<file path="config.mk">
export PLATFORM = sky130hd
export DESIGN_NAME = tone_oscillator
export DESIGN_NICKNAME = d
export VERILOG_FILES = /design/src/rtl/tone_oscillator_pkg.sv /design/src/rtl/tone_oscillator.sv
export SDC_FILE = /design/constraint.sdc
export NUM_CORES = 1
export LEC_CHECK = 0
export BUFFER_PORTS_ARGS = -buffer_cell sky130_fd_sc_hd__buf_2
export CAP_MARGIN = 40
export CORE_MARGIN = 2
export CORE_UTILIZATION = 55
export DETAILED_ROUTE_END_ITERATION = 8
export PLACE_DENSITY = 0.83
export SLEW_MARGIN = 20
export SYNTH_ARGS = -nofsm -noshare
export SYNTH_HDL_FRONTEND = slang
export SYNTH_SLANG_ARGS = --single-unit
</file>
<file path="constraint.sdc">
create_clock -name clk -period 5 [get_ports clk]
set_input_delay 1 -clock clk [delete_from_list [all_inputs] [get_ports clk]]
set_output_delay 1 -clock clk [all_outputs]
set_load 0.005 [all_outputs]
</file>
<file path="src/rtl/tone_oscillator_pkg.sv">
// Shared audio definitions used by the note/octave divider lookup and by the
// tone oscillator that turns the looked-up period into a square wave.
package tone_oscillator_pkg;

  // Width of a period divider, in clock cycles per audio period.
  localparam int DIV_W = 19;

  // A period divider value as passed from the lookup stage downstream.
  typedef logic [DIV_W-1:0] div_t;

  // Divider code the lookup emits for a silent (rest) note.
  localparam div_t DIV_OFF = 19'd1;

  // Shortest period that still produces a sounding tone.
  localparam int DIV_MIN = 2;

  // Operating condition of the oscillator on a given cycle. IDLE means no
  // usable period is latched, WRAP is the last cycle of a running period,
  // DISABLED is the forced-silent condition while enable is low.
  typedef enum logic [1:0] {
    ST_IDLE     = 2'd0,
    ST_RUN      = 2'd1,
    ST_WRAP     = 2'd2,
    ST_DISABLED = 2'd3
  } osc_state_e;

endpackage

</file>
<file path="src/rtl/tone_oscillator.sv">
// Square-wave tone generator. A latched period divider drives a phase counter;
// the output is high for the first floor(P/2) cycles of each P-cycle period.
// New divider values are only picked up at period boundaries so that note
// changes never glitch the waveform.
module tone_oscillator #(
  parameter int DIV_W = 19
) (
  input  logic             clk,
  input  logic             n_rst,
  input  logic             enable,
  input  logic [DIV_W-1:0] div_in,
  output logic             square_out,
  output logic             period_tick,
  output logic             active
);

  import tone_oscillator_pkg::*;

  localparam logic [DIV_W-1:0] MIN_PERIOD = DIV_W'(DIV_MIN);
  localparam logic [DIV_W-1:0] ONE        = DIV_W'(1);

  logic [DIV_W-1:0] div_q;
  logic [DIV_W-1:0] div_d;
  logic [DIV_W-1:0] count_q;
  logic [DIV_W-1:0] count_d;
  logic [DIV_W-1:0] half;
  logic [DIV_W-1:0] count_inc;
  logic             square_q;
  logic             square_d;
  logic             tick_q;
  logic             tick_d;
  logic             load_audible;
  osc_state_e       state;

  // Half the latched period sets the length of the high phase; the counter
  // never passes div_q-1, so the increment below cannot overflow.
  assign half         = div_q >> 1;
  assign count_inc    = count_q + ONE;
  assign load_audible = (div_in >= MIN_PERIOD);

  // Classify the current cycle from the registered period and phase. Enable
  // has top priority, then an unusable latched period, then the wrap point.
  always_comb begin
    state = ST_RUN;
    if (!enable) begin
      state = ST_DISABLED;
    end else if (div_q < MIN_PERIOD) begin
      state = ST_IDLE;
    end else if (count_q == (div_q - ONE)) begin
      state = ST_WRAP;
    end
  end

  // Next-state logic. The divider is sampled only when idle or at a wrap, so a
  // period in progress always completes with the value it started with. The
  // first cycle of every period (count 0) is driven high when the new period
  // is audible, which is also where the wrap pulse lands.
  always_comb begin
    div_d    = div_q;
    count_d  = count_q;
    square_d = square_q;
    tick_d   = 1'b0;
    unique case (state)
      ST_DISABLED: begin
        div_d    = '0;
        count_d  = '0;
        square_d = 1'b0;
      end
      ST_IDLE: begin
        div_d    = div_in;
        count_d  = '0;
        square_d = load_audible;
      end
      ST_WRAP: begin
        div_d    = div_in;
        count_d  = '0;
        square_d = load_audible;
        tick_d   = 1'b1;
      end
      ST_RUN: begin
        count_d  = count_inc;
        square_d = (count_inc < half);
      end
      default: begin
        div_d    = '0;
        count_d  = '0;
        square_d = 1'b0;
      end
    endcase
  end

  // State register. Reset clears everything immediately, even mid-period, so
  // the oscillator always restarts from a clean idle condition.
  always_ff @(posedge clk or negedge n_rst) begin
    if (!n_rst) begin
      div_q    <= '0;
      count_q  <= '0;
      square_q <= 1'b0;
      tick_q   <= 1'b0;
    end else begin
      div_q    <= div_d;
      count_q  <= count_d;
      square_q <= square_d;
      tick_q   <= tick_d;
    end
  end

  // Outputs come straight from flops, with the tone indicator decoded from
  // the latched period so it changes exactly when a new period is taken.
  assign square_out  = square_q;
  assign period_tick = tick_q;
  assign active      = (div_q >= MIN_PERIOD);

endmodule

</file>
==> flow_results.org <==
** Clocking
- Worst-Skew Late Latency :: around 300 ps
- Clock Tree Buf Depth :: 2
- Root buffer cell :: sky130_fd_sc_hd__clkbuf_8
- Register clock-pin slew on the reported worst setup and hold paths :: 80 ps
- # H-tree levels :: 2
- Clock Sinks :: 40
- TritonCTS built the clock tree.
- Buffers added to address setup during post-CTS repair amount to 0.
- TritonCTS created 5 clock buffers.
- After clock tree synthesis, the repair step resized 0 gates.
- For this design, the CTS-stage hold fixing added 0 buffers.

** Worst setup path
- Critical path peak fanout :: 19
- The critical path contains buffers and inverters numbering 2 combined.
- For this run, the slowest stage of the critical path takes 650 ps.
- The cell family contributing the most delay on the critical path is simple AND/OR/NAND/NOR gates.
- Critical Path RT :: 5190 ps
- STA classifies the critical path startpoint as a flop.
- Critical path data arrival time :: 4500 ps
- Type of the worst setup path :: reg2reg
- On the critical path, the stage with the largest delay is an instance of sky130_fd_sc_hd__and3_1.
- Counting stages on the worst path, the most repeated cell is sky130_fd_sc_hd__and3_1.
- Counting buffers and inverters, the worst setup path is 10 cells deep.
- Walking the worst path, the cells encountered are inv_1 -> ha_1 -> or4b_1 -> or4_1 -> or3_4 -> a2111oi_4 -> buf_4 -> and3_1 -> nand3_2 -> and3_1.
- Critical Path Sink Type :: flop
- R2r worst-path depth :: 10

** Timing
- Post-route clock skew :: 6.27 ps
- Of the available clock period, the critical path in the final layout requires 0.863.
- Hold timing on the final database bottoms out at a slack of 609 ps.
- The number of failing hold endpoints at the final stage was 0.
- RSZ-0062 raised after global routing :: no
- Headroom to the max-slew limit came out at 0.460.
- Final min period :: 4310 ps
- Final-layout setup total negative slack :: 0 ps
- Total of endpoints with negative setup slack in the final report :: 0
- Based on the critical path, the design can be clocked at up to 232 MHz.
- Setup slack after layout :: between 600 and 700 ps
- Actual transition at the worst max-transition pin :: about 800 ps
- The final number of max-transition violations is 0.

** Power and ir drop
- VDD IR-drop max :: 0.000394 V
- For this design the ratio of total power to cell area is 634 mW/mm2.
- In this run the static leakage power is roughly 1.7 nW.

** Logic synthesis
- Share of synthesized area spent on multiplexers :: 0.00277
- After synthesis, the largest family of logic cells by area is simple AND/OR/NAND/NOR gates.
- A synthesized cell averages around 8 um2.
- Post-synthesis cell count :: 447
- Yosys mapped the design onto 53 distinct sky130hd cell types.
- In this run the cell area of the synthesized design comes to 0.00361 mm2.
- Counting flops with a built-in enable in the synthesized netlist gives 0.
- Synth Area in Compound Gates :: 0.199
- Dominant synthesized flop cell :: sky130_fd_sc_hd__dfrtp_1
- Async set-reset flop share out of synthesis :: 1.00
- Sequential area share after synthesis :: 0.277
- Of the total synthesized cell area, the portion taken by full adders, half adders and majority gates is 0.0693.
- Synth Area in Simple Gates :: 0.287
- Counting flops and latches in the post-synthesis netlist gives 40.
- XOR/XNOR Fraction of Synth Area :: 0.0995
- The number of nets in the synthesized netlist is slightly below 500.
- Syn. warnings :: 0

** Finish
- Leaving out fill and tap cells, the most frequent cell in the layout is sky130_fd_sc_hd__nand2_1.
- Net count of the finished layout :: about 500
- Proportion of layout cells with a drive suffix above 1 :: 0.123
- The filler cells instantiated in the layout total 567.
- Compared with the post-synthesis result, the final layout area differs by 6.97%.
- # diodes :: 0
- Leaving out fill and tap cells, the most frequent cells in the layout are sky130_fd_sc_hd__nand2_1 (51), sky130_fd_sc_hd__dfrtp_1 (40), sky130_fd_sc_hd__inv_1 (25), sky130_fd_sc_hd__xnor2_1 (25), sky130_fd_sc_hd__buf_2 (24).

** Place
- Post-DP HPWL :: 7030 um
- Port Buf Inserts :: 24
- Worst slack after detailed placement :: 784 ps
- Global placer's final weighted congestion :: 0.921

** Worst hold path
- In this run the worst hold path is classified as in2async.

** Floorplan
- The floorplan step defined a die boundary enclosing 0.00723 mm2.
- Floorplan core area :: 0.00635 mm2
- Boundary Pins :: 25
- Die extent in x :: 85.0 um
- Std cell rows :: 29
- For this configuration, the core starts out at a cell density of 0.568.
- Die extent in y :: 85.0 um

** Drt
- For this run, design rule violations remaining after detail routing come to 0.
- Final wirelength :: 9580 um
- In the routed layout, each cell is associated on average with a via count of 6.60.
- Once detail routing completed, the nets flagged for antenna violations numbered 0.
- Drt initial violations :: around 350
- The first TritonRoute pass finished after 5 iterations.
- Wirelength per Cell :: 17.9 um
- Via count :: between 3000 and 4000

** Status
- Run status :: finished, final reports clean

** GRT
- Entering global routing, the biggest net connects 51 pins.
- Number of global-route vias before repair :: about 3400
- Global-route wire length before repair :: 16400 um
- Global routing finished with a remaining overflow of 0.
- Number of antenna violations at the first check in global routing :: 0
- All-Layer GR Usage :: 0.279

** Run
- Max-cap violations in this run came to 0.
[kinds of logic (layout without fill, tap and decap cells)]
group / count (synthesis) / count (layout)
simple gates: 193 / 193
buf+inv: 57 / 67
xor+xnor: 41 / 41
flops: 40 / 40
fa+ha+maj: 20 / 20
mux: 1 / 1
compound gates: 95 / 95
[state kept, by name (all words and copies together) (netlist names)]
name,cells
count_q,19
div_q,19
period_tick,1
square_out,1
[Yosys cell counts, drive strengths merged, types with 2 or more instances]
library cell   n  area share
a31oi         22       0.038
nand3         18       0.026
a21oi          5      0.0069
a211oi         2      0.0042
or2            5      0.0087
or3            3      0.0066
or4b           2      0.0055
a41oi         18       0.044
and3          19       0.033
and2          22       0.038
buf            8       0.014
clkbuf        24       0.025
nor4          11       0.019
a221oi         2      0.0049
nand4         10       0.017
a2111oi        3       0.014
nor3          12       0.017
nor4b          3      0.0073
ha            20       0.069
inv           25       0.026
nand2         51       0.053
dfrtp         40        0.28
xnor2         25       0.061
o21ai         11       0.015
nor2          23       0.024
nand4b         2      0.0049
and4           3      0.0073
xor2          16       0.039
or4            6       0.014
o21a           2      0.0042
o2111ai        3      0.0073
o211ai        19       0.040
[stage by stage]
stage                      util  power, mW  area, um2  instances
final                     0.608       2.45       3860        534
after global routing      0.608       2.62       3860        534
after global placement    0.591       2.13       3750        525
after CTS                 0.608       2.42       3860        534
after detailed placement  0.595       2.20       3780        527
after floorplan               -       1.71       3610        447
[power breakdown]
part           switching (mW)  internal, mW  leakage, nW
combinational            1.08         0.627         1.11
sequential              0.130         0.392        0.545
clock                   0.120        0.0947       0.0400
total                    1.33          1.11         1.69
[routing by layer]
metal / share of wire / vias to the layer above / track usage
li1: - / 1677 / -
met1: 0.45 / 1693 / 0.391
met2: 0.47 / 132 / 0.455
met3: 0.055 / 24 / 0.0311
met4: 0.021 / 0 / 0.0808
met5: 0 / - / 0
[worst paths after layout]
kind | startpoint | slack [ps] | to
worst max-delay path | div_q[0]$_DFFE_PN0P_ | 690 | count_q[17]$_DFF_PN0_
worst min-delay path | n_rst | 610 | count_q[12]$_DFF_PN0_
worst max register to register | div_q[0]$_DFFE_PN0P_ | 690 | count_q[17]$_DFF_PN0_
worst min register to register | count_q[0]$_DFF_PN0_ | 620 | count_q[0]$_DFF_PN0_
max in group asynchronous | n_rst | 3920 | div_q[5]$_DFFE_PN0P_
min in group clk | count_q[0]$_DFF_PN0_ | 620 | count_q[0]$_DFF_PN0_
[cell type report]
| cell class | count | area (um2) | area share |
|---|---|---|---|
| clock buffer | 5 | 68.8 | 0.0178 |
| timing repair buffer | 35 | 215 | 0.0557 |
| tap | 77 | 96.3 | 0.0250 |
| sequential | 40 | 1000 | 0.259 |
| clock inverter | 2 | 12.5 | 0.00324 |
| multi-input combinational | 350 | 2370 | 0.615 |
| inverter | 25 | 93.8 | 0.0243 |
No activity file was read; power rests on OpenSTA's default activity.
